### config.mk
export PLATFORM = sky130hd
export DESIGN_NAME = digit_extract_sequencer
export DESIGN_NICKNAME = d
export VERILOG_FILES = /design/src/rtl/digit_extract_sequencer.sv
export SDC_FILE = /design/constraint.sdc
export NUM_CORES = 1
export LEC_CHECK = 0
export ABC_AREA = 0
export BUFFER_PORTS_ARGS = -buffer_cell sky130_fd_sc_hd__buf_2
export CAP_MARGIN = 20
export CORE_ASPECT_RATIO = 2
export CORE_UTILIZATION = 30
export DETAILED_ROUTE_END_ITERATION = 10
export PLACE_DENSITY_LB_ADDON = 0.08
export SYNTH_ARGS = -nofsm -noshare
export SYNTH_HDL_FRONTEND = slang
export SYNTH_SLANG_ARGS = --single-unit
### constraint.sdc
create_clock -name clk -period 2.07 [get_ports clk]
set_clock_uncertainty 0.2 [all_clocks]
set_input_delay 0.207 -clock clk [delete_from_list [all_inputs] [get_ports clk]]
set_output_delay 0.207 -clock clk [all_outputs]
set_load 0.02 [all_outputs]
### src/rtl/digit_extract_sequencer.sv
// digit_extract_sequencer: walks a shared (number/divider)%mod unit over
// five decades and publishes BCD digits plus a leading-zero blank mask.
module digit_extract_sequencer #(
    parameter int DIV_WAIT = 1
) (
    input  logic        clk,
    input  logic        reset,
    input  logic        start,
    input  logic [15:0] value,
    output logic        busy,
    output logic        done,
    output logic [15:0] div_number,
    output logic [15:0] div_divider,
    output logic [15:0] div_mod,
    input  logic [3:0]  div_result,
    output logic [19:0] digits,
    output logic [4:0]  blank_mask,
    output logic        err
);
    localparam int CW = (DIV_WAIT > 1) ? $clog2(DIV_WAIT) : 1;
    localparam logic [CW-1:0] RELOAD = CW'(DIV_WAIT - 1);

    typedef enum logic [1:0] {
        IDLE,
        WAIT,
        DONE
    } state_t;

    state_t        state;
    state_t        state_nx;
    logic [15:0]   num;
    logic [2:0]    idx;
    logic [CW-1:0] cnt;
    logic [19:0]   sh_dig;
    logic          sh_err;
    logic          last;
    logic          publish;
    logic [4:0]    mask_nx;

    assign last    = (cnt == '0);
    assign publish = (state == WAIT) && (state_nx == DONE);

    always_ff @(posedge clk) begin
        if (reset) state <= IDLE;
        else       state <= state_nx;
    end

    always_comb begin
        state_nx = state;
        unique case (state)
            IDLE:    if (start) state_nx = WAIT;
            WAIT:    if (last && idx == 3'd0) state_nx = DONE;
            DONE:    state_nx = IDLE;
            default: state_nx = IDLE;
        endcase
    end

    // The units digit never blanks, so only the upper four shadow digits matter.
    always_comb begin
        mask_nx    = 5'b00000;
        mask_nx[4] = (sh_dig[19:16] == 4'd0);
        mask_nx[3] = mask_nx[4] && (sh_dig[15:12] == 4'd0);
        mask_nx[2] = mask_nx[3] && (sh_dig[11:8] == 4'd0);
        mask_nx[1] = mask_nx[2] && (sh_dig[7:4] == 4'd0);
    end

    always_ff @(posedge clk) begin
        if (reset) begin
            num        <= '0;
            idx        <= '0;
            cnt        <= '0;
            sh_dig     <= '0;
            sh_err     <= 1'b0;
            digits     <= '0;
            blank_mask <= 5'b11110;
            err        <= 1'b0;
        end else begin
            unique case (state)
                IDLE: begin
                    if (start) begin
                        num    <= value;
                        idx    <= 3'd4;
                        cnt    <= RELOAD;
                        sh_err <= 1'b0;
                    end
                end
                WAIT: begin
                    if (!last) begin
                        cnt <= cnt - CW'(1);
                    end else begin
                        sh_dig[{idx, 2'b00} +: 4] <= div_result;
                        if (div_result > 4'd9) sh_err <= 1'b1;
                        if (idx != 3'd0) begin
                            idx <= idx - 3'd1;
                            cnt <= RELOAD;
                        end
                    end
                end
                default: ;
            endcase
            // Units digit lands on the same edge, so merge it directly.
            if (publish) begin
                digits     <= {sh_dig[19:4], div_result};
                blank_mask <= mask_nx;
                err        <= sh_err || (div_result > 4'd9);
            end
        end
    end

    always_comb begin
        div_divider = 16'd1;
        if (state == WAIT) begin
            unique case (idx)
                3'd4:    div_divider = 16'd10000;
                3'd3:    div_divider = 16'd1000;
                3'd2:    div_divider = 16'd100;
                3'd1:    div_divider = 16'd10;
                default: div_divider = 16'd1;
            endcase
        end
    end

    assign busy       = (state != IDLE);
    assign done       = (state == DONE);
    assign div_number = num;
    assign div_mod    = 16'd10;

endmodule

# Word level (Yosys, flattened, before mapping)
# Cells that the tools add are included.
# totals
reg_bits,68
latchBits,0
ramBits,0
rom_bits,0
input_bits,23
output_inout_bits,76
word_cells,63
mem_count,0
# op_classes
n_addsub,3
n_mul,0
div_mod_pow,0
order_cmp,1
n_eq_ne,11
shifts,2
mux,16
bitwise,1
reduce_logical,20
# op_table
cell,count
14-bit case mux with 4 select lines,1
20-bit bitwise mux,1
4-bit by 7-bit variable shift with 20-bit output (first input constant),1
4-bit by 7-bit variable part select with 20-bit output,1
4-bit logical NOT,4
14-bit 2-to-1 mux,1
3-bit 2-to-1 mux,3
4-bit AND reduction,2
5-bit negator with 7-bit output,1
3-bit by 2-bit == test with 1-bit output (second input constant),2
3-bit case mux with 2 select lines,1
2-bit AND reduction,3
1-bit logical AND,5
2-bit == test (second input constant),2
4-bit greater-than comparator (second input constant),1
1-bit 2-to-1 mux,4
2-bit 2-to-1 mux,2
2-bit by 1-bit inequality test with 1-bit output (second input constant),2
2-bit inequality test (second input constant),2
1-bit case mux with 2 select lines,2
2-bit case mux with 2 select lines,1
2-bit nonzero test,2
3-bit by 1-bit == test with 1-bit output (second input constant),1
3-bit == test (second input constant),1
other kinds (8),8

# Longest topological paths before layout
# Gate-level depths: netlist (run 1).
# depth
depth_word,6
depth_mapped,8
depth_no_buf,6

# Worst setup path before layout (run 1)
# OpenSTA, ideal clock, no wires.
# synth_path
kind,register to output
from,reg idx[0]
to,out div_divider[10]
t_arrival_ns,1.741
required_ns,1.663
setup_slack_ns,-0.078
path_stages_with_launch,6
path_cell_list,dfxtp_1 > inv_1 > ha_1 > or4_1 > and3_1 > buf_4
# synth_via
elab_chain_cells,3
word_cells_on_any_way,6
# synth_lines
element,line,source
start: declaration,32,logic [2:0] idx;
start signal: assignment,94,idx <= idx - 3'd1;
3-bit by 1-bit == test with 1-bit output (tied with other cells),113,unique case (idx)
14-bit case mux with 4 select lines *,113,
14-bit 2-to-1 mux *,112,if (state == WAIT) begin
end: declaration,13,"output logic [15:0] div_divider,"
# Every way passes the cells marked *; elsewhere a longest branch is shown, timed or not.

# Worst setup path in the final report (run 1)
# layout_path
from,reg idx[0]
to,out div_divider[13]
# Same word-level chain as after synthesis.

==> metrics, run 1 <==
critical path class flop to output pin; Reg power frac between 30% and 40%; synth warn 0; period utilization 102%; unrepaired setup endpoints after global routing yes; core area about 9400 µm²; count leader, synth nand2_1; failing checks negative setup slack; status complete, but fails checks; vias in the first global route 2593; total CTS buffers 9; gr ovfl total 0; Post-synth EDFFs 0; DRT iter0 DRCs 112; endpoints failing hold 0; Via density 4.55; Setup crit start idx[0]$_SDFFE_PP0P_; peak supply drop approximately 500 µV; Logic pwr share 17.7%; Tot GR Track Use ~17%; crit-path max FO 4; Gate Count Post-Synth 351; Slew Limit Fails 0; # port buffers a little under 80; Tot Pwr 3440 µW; worst slew pin tran about 0.95 ns; top_reg_cell synth dfxtp_1; Synth top area share between 40% and 50%; r2r worst-path depth 7; leading area contributor after synthesis dfxtp_1; CP Capture Type output pin; Ant. Diodes 0; initial antenna violation count 0; CTS tree built; DRC 0; sequential area share after synthesis 43.0%; Seq cells post-synth 63; Yosys cell types 40; CP required around 1.7 ns; Critical Path AT 1.71 ns; gpl congestion 0.797; die height 142 µm; endpoints failing setup 3; net switching power 944 µW; Fmax achieved 472 MHz; register area between 1000 and 1500 µm²; Slew Limit Headroom roughly 37%; DRT Pass-1 Iters 4; minimum clock period 2.12 ns; R2R Setup Slk 0.15 ns; min-delay worst type primary input to flop; H-tree depth 3; Filler cells 973; Area contributors post-synth dfxtp_1, nand2_1, a21oi_1; Post-synth top cells nand2_1, dfxtp_1, a21oi_1, buf_4; Rows 50; area of the multi-input gates 1480 µm²; clk sink count 63; Place WS 0.0278 ns; io pins 99; ys async rst share 0%; post-DP HPWL 5.80 mm; DRT Wirelength roughly 8 mm; R2R Path Start idx[0]$_SDFFE_PP0P_; average footprint of a synthesized cell 8.35 µm²; ratio of cells with drive above 1 in the final layout 29.6%; Pwr Density between 800 and 900 nW/µm²; Chip Width between 70 and 80 µm; root buffer cell clkbuf_16; total number of vias roughly 2700; die area roughly 10000 µm²; clock transition at the registers of the reported paths 0.06 ns; DR WL/cell 13.7 µm; DRT antenna net count 0; Clock power frac 44.8%; initial cell density of the core 31.0%; switching share of total power 27.5%; first-pass GRT wire length 13.0 mm; pin count of the biggest net entering global routing 31; area delta synth->final 38.3%; crit start category flop; final net count between 400 and 500; Lkg Pwr 0.00176 µW; Post-Synthesis Cell Area 2930 µm²; Critical Path End div_divider[13]; Worst-Skew Late Latency 0.33 ns; worst r2r dst sh_dig[19]$_SDFFE_PP0P_; Int Pwr 2490 µW; max-cap viol count 0; Max clock buf depth 2; final worst slack -0.0482 ns
[area by class of cell]
cell class                      count  share of cell area (%)
Clock inverter                      5                    1.39
Timing Repair Buffer              119                    20.0
Tap cell                          130                    4.01
Clock buffer                       11                    6.23
Multi-Input combinational cell    254                    36.6
Sequential cell                    63                    31.3
Inverter                            4                   0.432
[metrics by stage]
stage | hold WS, ns | area (µm²) | util, % | setup TNS, ns | instances
2_1_floorplan | 0.143 | 3000 | - | 0 | 370
3_3_place_gp | 0.225 | 3420 | 36.2 | 0 | 546
3_5_place_dp | 0.228 | 3420 | 36.2 | 0 | 546
4_1_cts | 0.00196 | 4000 | 42.4 | -0.221 | 585
5_1_grt | 0.0219 | 4050 | 42.9 | -0.353 | 586
6_report | 0.0161 | 4050 | 42.9 | -0.144 | 586
[critical path: stages (launching register included)]
cell and delay, ns:
dfxtp_4 0.37, inv_4 0.05, ha_4 0.15, or4_4 0.51, and3_4 0.18, buf_6 0.13
[cells in the final DEF (no fill, tap or decap), types with 5 or more instances in the layout]
cell / count
nand2_1: 80
buf_2: 73
dfxtp_1: 60
a21oi_1: 55
conb_1: 21
buf_4: 20
dlygate4sd3_1: 19
a21bo_1: 12
nand4_1: 12
clkbuf_16: 9
nor3_1: 6
nand2b_1: 5
nor2_1: 5
mux2i_1: 5
[worst min path at each step]
| stage | from | to | slack (ns) | cells after the start |
|---|---|---|---|---|
| after floorplan | div_result[1] | digits[1]$_SDFFE_PP0P_ | 0.14 | 2 |
| after global placement | blank_mask[4]$_SDFFE_PP1P_ | blank_mask[4]$_SDFFE_PP1P_ | 0.23 | 2 |
| after detailed placement | blank_mask[4]$_SDFFE_PP1P_ | blank_mask[4]$_SDFFE_PP1P_ | 0.23 | 2 |
| after CTS | div_result[3] | sh_dig[7]$_SDFFE_PP0P_ | 0.002 | 3 |
| after global routing | div_result[3] | sh_dig[7]$_SDFFE_PP0P_ | 0.02 | 3 |
| final | div_result[3] | sh_dig[11]$_SDFFE_PP0P_ | 0.02 | 3 |
[power by group through the flow]
stage / Clock [µW] / Combinational (µW) / Sequential [µW]
final: 1540 / 608 / 1290
after global routing: 1640 / 669 / 1300
after CTS: 1600 / 595 / 1290
after detailed placement: 0 / 549 / 1320
after global placement: 0 / 544 / 1320
after floorplan: 0 / 340 / 1360
[cells by family (layout without fill, tap and decap cells)]
family / after synthesis / count (layout) / synth area share, %
AND/OR/NAND/NOR: 141 / 141 / 24.4
AO/OA/AOI/OAI: 78 / 78 / 16.0
flip-flops: 63 / 63 / 43.0
buffers and inverters: 53 / 139 / 10.9
adder cells (fa/ha/maj): 8 / 8 / 3.41
multiplexers: 5 / 5 / 1.71
other: 2 / 21 / 0.256
XOR/XNOR: 1 / 1 / 0.299
[repair_timing]
item	in CTS	in global routing
hold endpoints to repair	20	0
endpoints found under the setup margin	5	23
pin swaps	1	1
setup buffers	4	1
hold buffers	19	0
gates resized for setup	18	10
[per-layer routing]
layer,part of all wire (%),global-route usage [%]
met3,3.1,4.19
met2,57,31.3
met5,0,0
met1,37,16.8
met4,2.8,8.88
[flip-flops by register name, indices dropped and copies added (netlist names)]
signal,count
state,2
idx,3
digits,20
blank_mask,4
err,1
sh_err,1
div_number,16
sh_dig,16
Note: power is estimated with default switching activity, not from simulation.
==> inputs of run 2 (changes only) <==
- MAX_ROUTING_LAYER: unset -> met4
==> metrics, run 2 (synthesis results as in run 1) <==
Logic pwr share 17.7% (about the same); final hold slack 0.00729 ns (-0.00883 ns); core area 9450 µm² (unchanged); Tot GR Track Use 17.4% (+0.48 points); DR WL/cell 13.7 µm (about the same); Pwr Density 849 nW/µm² (about the same); DRT Wirelength 8.04 mm (about the same); final worst slack -0.0493 ns (-0.00106 ns); peak supply drop 498 µV (about the same); commonest non-fill, non-tap cell in the layout nand2_1; Reg power frac 37.5% (about the same); clock transition at the registers of the reported paths 0.06 ns (about the same); worst slew pin tran 0.948 ns (+0.000531 ns); crit start category flop; minimum clock period 2.12 ns (+0.00106 ns); H-tree depth 3 (unchanged); endpoints failing setup 3 (unchanged); total CTS buffers 9 (unchanged); io pins 99 (unchanged); Top reg by flops digits; Slew Limit Headroom 36.5% (about the same); min-delay worst type primary input to flop; die height 142 µm (unchanged); Worst-Skew Late Latency 0.33 ns (about the same); final core occ 42.9% (unchanged); Chip Width 71.9 µm (unchanged); failing checks negative setup slack; final net count 482 (unchanged); ratio of cells with drive above 1 in the final layout 29.6% (unchanged); status complete, but fails checks; DRC 0 (unchanged); initial antenna violation count 0 (unchanged); DR top layer met4; max reg flops 20 (unchanged); initial cell density of the core 31.0% (unchanged); CP Capture Type output pin; Met2 Routed Length 4.56 mm (unchanged); design area 4050 µm² (unchanged); endpoints failing hold 0 (unchanged); gr ovfl total 0 (unchanged); DRT Pass-1 Iters 4 (unchanged); dpl cell area 3420 µm² (unchanged); unrepaired setup endpoints after global routing yes; Max clock buf depth 2 (unchanged); final std cells w/o fill 586 (unchanged); crit-path max FO 4 (unchanged); Critical Path AT 1.71 ns (about the same); Ant. Diodes 0 (unchanged); total number of vias 2674 (+0.30%); M1 WL 3.02 mm (+0.53%); DRT iter0 DRCs 108 (-3.6%); net switching power 946 µW (+0.20%); Via density 4.56 (+0.30%); area delta synth->final 38.3% (unchanged); critical path class flop to output pin; vias in the first global route 2591 (-0.077%); Fmax achieved 472 MHz (about the same); met3 WL post-DR 242 µm (-3.6%); clk sink count 63 (unchanged); switching share of total power 27.5% (+0.040 points); post-DP HPWL 5.80 mm (unchanged); CP required 1.66 ns (about the same); period utilization 102% (about the same); Slew Limit Fails 0 (unchanged); placed cells 546 (unchanged); Int Pwr 2490 µW (about the same); Clock power frac 44.8% (about the same); # port buffers 77 (unchanged); pin count of the biggest net entering global routing 31 (unchanged); DRT antenna net count 0 (unchanged); first-pass GRT wire length 13.0 mm (about the same); die area 10200 µm² (unchanged); most frequent cells in the layout nand2_1, buf_2, dfxtp_1, a21oi_1, conb_1; Rows 50 (unchanged); root buffer cell clkbuf_16; CTS tree built; gpl congestion 0.808 (+1.4%); max-cap viol count 0 (unchanged); Lkg Pwr 0.00176 µW (unchanged)
run 2: cell counts in the layout (fill, tap and decap cells not counted):
Identical to the previous run, type by type.
run 2: critical path, stage by stage (launching register included):
cell and delay (ns):
dfxtp_4 0.37, inv_4 0.05, ha_4 0.15, or4_4 0.51, and3_4 0.18, buf_6 0.13
run 2: final timing paths:
kind,depth (start not counted),slack [ns],to,from
max reg2reg,7,0.15,sh_dig[19]$_SDFFE_PP0P_,idx[0]$_SDFFE_PP0P_
min reg2reg,2,0.23,blank_mask[4]$_SDFFE_PP1P_,blank_mask[4]$_SDFFE_PP1P_
min,3,0.007,sh_dig[7]$_SDFFE_PP0P_,div_result[3]
max,5,-0.05,div_divider[13],idx[0]$_SDFFE_PP0P_
run 2: power groups by stage:
stage	Combinational [µW]	Clock, µW	Sequential (µW)
6_report	609	1540	1290
5_1_grt	669	1640	1300
4_1_cts	595	1600	1290
3_5_place_dp	549	0	1320
3_3_place_gp	544	0	1320
2_1_floorplan	340	0	1360
run 2: routing by layer:
metal / GRT usage, % / vias up
met4: 8.88 / 0
li1: - / 1352
met5: - / -
met1: 16.7 / 1239
met3: 4.12 / 15
met2: 31.4 / 68
run 2: metrics by stage:
step	TNS [ns]	setup slack (ns)	power, µW
global placement	0	0.0450	1860
floorplan	0	0.0110	1700
finish	-0.147	-0.0493	3440
detailed placement	0	0.0278	1870
global route	-0.353	-0.108	3610
CTS	-0.221	-0.0740	3480
run 2: area by class of cell:
type                       instances  area (µm²)
timing repair buffer             119         811
clock inverter                     5        56.3
multi-input combinational        254        1480
inverter                           4        17.5
fill                             973        5390
tap                              130         163
sequential                        63        1270
clock buffer                      11         253
run 2: repair_timing:
action | CTS | global route
gates resized for setup | 18 | 10
endpoints found under the hold margin | 20 | 0
gates cloned | 0 | 0
buffers inserted | 4 | 1
hold buffers | 19 | 0
pin swaps | 1 | 1
endpoints found under the setup margin | 5 | 23
==> inputs of run 3 (changes only) <==
- ABC_AREA: 0 -> 1
- CTS_CLUSTER_SIZE: unset -> 16
==> metrics, run 3 <==
status complete, no violations; synth warn 0 (unchanged); Top reg by flops digits; Gate Count Post-Synth 395 (+13%); endpoints failing hold 0 (unchanged); count leader, synth nor2_1; cell mode on critical path buf_6; Crit-path slowest cell dfxtp_4; Seq cells post-synth 63 (unchanged); core area 9450 µm² (unchanged); max-cap viol count 0 (unchanged); min-delay worst type primary input to flop; Chip Width 72.1 µm (+0.21%); clk sink count 63 (unchanged); first-pass GRT wire length 12.3 mm (-5.5%); io pins 99 (unchanged); final std cells w/o fill 635 (+8.4%); hold_sp reset; initial antenna violation count 0 (unchanged); vias in the first global route 2533 (-2.2%); Post-synth EDFFs 0 (unchanged); Synth top area share 42.8% (-0.18 points); unrepaired setup endpoints after global routing no; CP required 1.66 ns (about the same); crit-path max FO 4 (unchanged); DRT Wirelength 7.64 mm (-5.0%); Yosys cell types 26 (-35%); average footprint of a synthesized cell 7.45 µm² (-11%); crit start category flop; Rows 50 (unchanged); Lkg Pwr 0.00195 µW (+11%); die area 10200 µm² (+0.42%); endpoints failing setup 0 (-3); Via density 4.24 (-7.0%); top_reg_cell synth dfxtp_1; Critical Path AT 1.59 ns (-0.12 ns); placed cells 598 (+9.5%); Setup Total Neg Slack 0 ns (+0.147 ns); gr ovfl total 0 (unchanged); leading area contributor after synthesis dfxtp_1; DR WL/cell 12.0 µm (-12%); final net count 531 (+10%); Worst-Skew Late Latency 0.33 ns (about the same); initial cell density of the core 31.2% (+0.13 points); root buffer cell clkbuf_16; Setup crit start idx[1]$_SDFFE_PP0P_; area delta synth->final 37.4%; Max clock buf depth 2 (unchanged); Area contributors post-synth dfxtp_1, nor2_1, nand2_1; minimum clock period 1.99 ns (-0.126 ns); Fmax achieved 502 MHz (+6.3%); CP Capture Type output pin; peak supply drop 493 µV (-0.87%); R2R Path Start idx[1]$_SDFFE_PP0P_; # port buffers 77 (unchanged); DRT Pass-1 Iters 4 (unchanged); ys async rst share 0% (unchanged); gpl congestion 0.802 (-0.74%); Post-synth top cells nor2_1, nand2_1, dfxtp_1, buf_4, inv_1; Post-Synthesis Cell Area 2940 µm² (+0.43%); Place WS 0.165 ns (+0.137 ns); final hold slack 0.0269 ns (+0.0196 ns); commonest non-fill, non-tap cell in the layout nor2_1; final core occ 42.8% (-0.079 points); Slew Limit Fails 0 (unchanged); CP peak stage delay 0.37 ns (-0.14 ns); worst path cell trace inv_2, buf_6, ha_4, nand2_2, nor2_1, or2_2, buf_6; sequential area share after synthesis 42.8% (-0.18 points); pin count of the biggest net entering global routing 23 (-26%); total number of vias 2694 (+0.75%); Tot GR Track Use 16.3% (-1.1 points); most frequent cells in the layout nor2_1, buf_2, nand2_1, dfxtp_1, inv_1; clock transition at the registers of the reported paths 0.06 ns (about the same); DRT iter0 DRCs 77 (-29%); DRC 0 (unchanged); post-DP HPWL 5.72 mm (-1.3%); period utilization 96.3% (-6.1 points); Pwr Density 884 nW/µm² (+4.1%); H-tree depth 3 (unchanged); final worst slack 0.0763 ns (+0.126 ns); Ant. Diodes 0 (unchanged); CTS tree built; max reg flops 20 (unchanged); die height 142 µm (+0.21%); critical path class flop to output pin; DRT antenna net count 0 (unchanged); total CTS buffers 9 (unchanged); ratio of cells with drive above 1 in the final layout 29.5% (-0.10 points)
## run 3: cell count changes after synthesis, moves of 10 or more
| cell | change |
|---|---|
| nor2_1 | +84 |
| a21oi_1 | -35 |
| a21bo_1 | -12 |
| nand2_1 | -13 |
| nand3_1 | +10 |
| o21ai_0 | +23 |
| inv_1 | +23 |
## run 3: worst max-delay path: cells and delay by family (launching register included)
kind	cells	cell delay, ns
simple gates	3	0.43
flops	1	0.37
fa+ha+maj	1	0.17
buf+inv	3	0.30
## run 3: final cells by class
type / instances / area [µm²]
Fill cell: 997 / 5400
Clock inverter: 5 / 57.6
Tap cell: 130 / 163
Inverter: 32 / 123
Sequential cell: 63 / 1270
Multi-Input combinational cell: 280 / 1430
Timing Repair Buffer: 114 / 762
Clock buffer: 11 / 243
## run 3: metrics by stage
| stage | power [µW] | cell area [µm²] |
|---|---|---|
| after floorplan | 1860 | 3020 |
| after global placement | 2050 | 3430 |
| after detailed placement | 2050 | 3430 |
| after CTS | 3620 | 3990 |
| after global routing | 3770 | 4050 |
| final | 3580 | 4050 |
## run 3: repair_timing
| item | 4_1_cts | 5_1_grt |
|---|---|---|
| gates resized for setup | 16 | 14 |
| pin swaps | 0 | 1 |
| hold buffers | 19 | 0 |
| gates cloned | 0 | 0 |
| hold endpoints to repair | 19 | 0 |
| endpoints found under the setup margin | 7 | 7 |
| setup buffers | 2 | 0 |
## run 3: per-layer routing
metal  wire length, µm  global-route usage [%]  part of all wire, %  vias to the layer above
li1                  -                       -                    -                     1411
met1              2920                    15.4                   38                     1190
met2              4270                    30.4                   56                       79
met3               265                    3.40                  3.5                       14
met4               193                    7.74                  2.5                        0
met5                 0                       -                    0                        -
## run 3: path summary, 6_finish.rpt
kind / endpoint / slack (ns) / depth (start not counted)
hold / removal: state[1]$_SDFF_PP0_ / 0.03 / 2
setup reg to reg: sh_dig[16]$_SDFFE_PP0P_ / 0.21 / 8
setup / recovery: div_divider[3] / 0.08 / 7
hold reg to reg: digits[19]$_SDFFE_PP0P_ / 0.26 / 2
## run 3: logic make-up after synthesis
| family | Yosys count | synth area share (%) |
|---|---|---|
| compound gates | 65 | 12.3 |
| fa+ha+maj | 8 | 3.40 |
| buf+inv | 71 | 13.6 |
| flops | 63 | 42.8 |
| other cells | 2 | 0.255 |
| simple gates | 186 | 27.6 |
## run 3: where the power goes
part | total (µW) | switching, µW | internal [µW]
sequential | 1340 | 41.8 | 1300
combinational | 728 | 471 | 258
clock | 1500 | 542 | 962
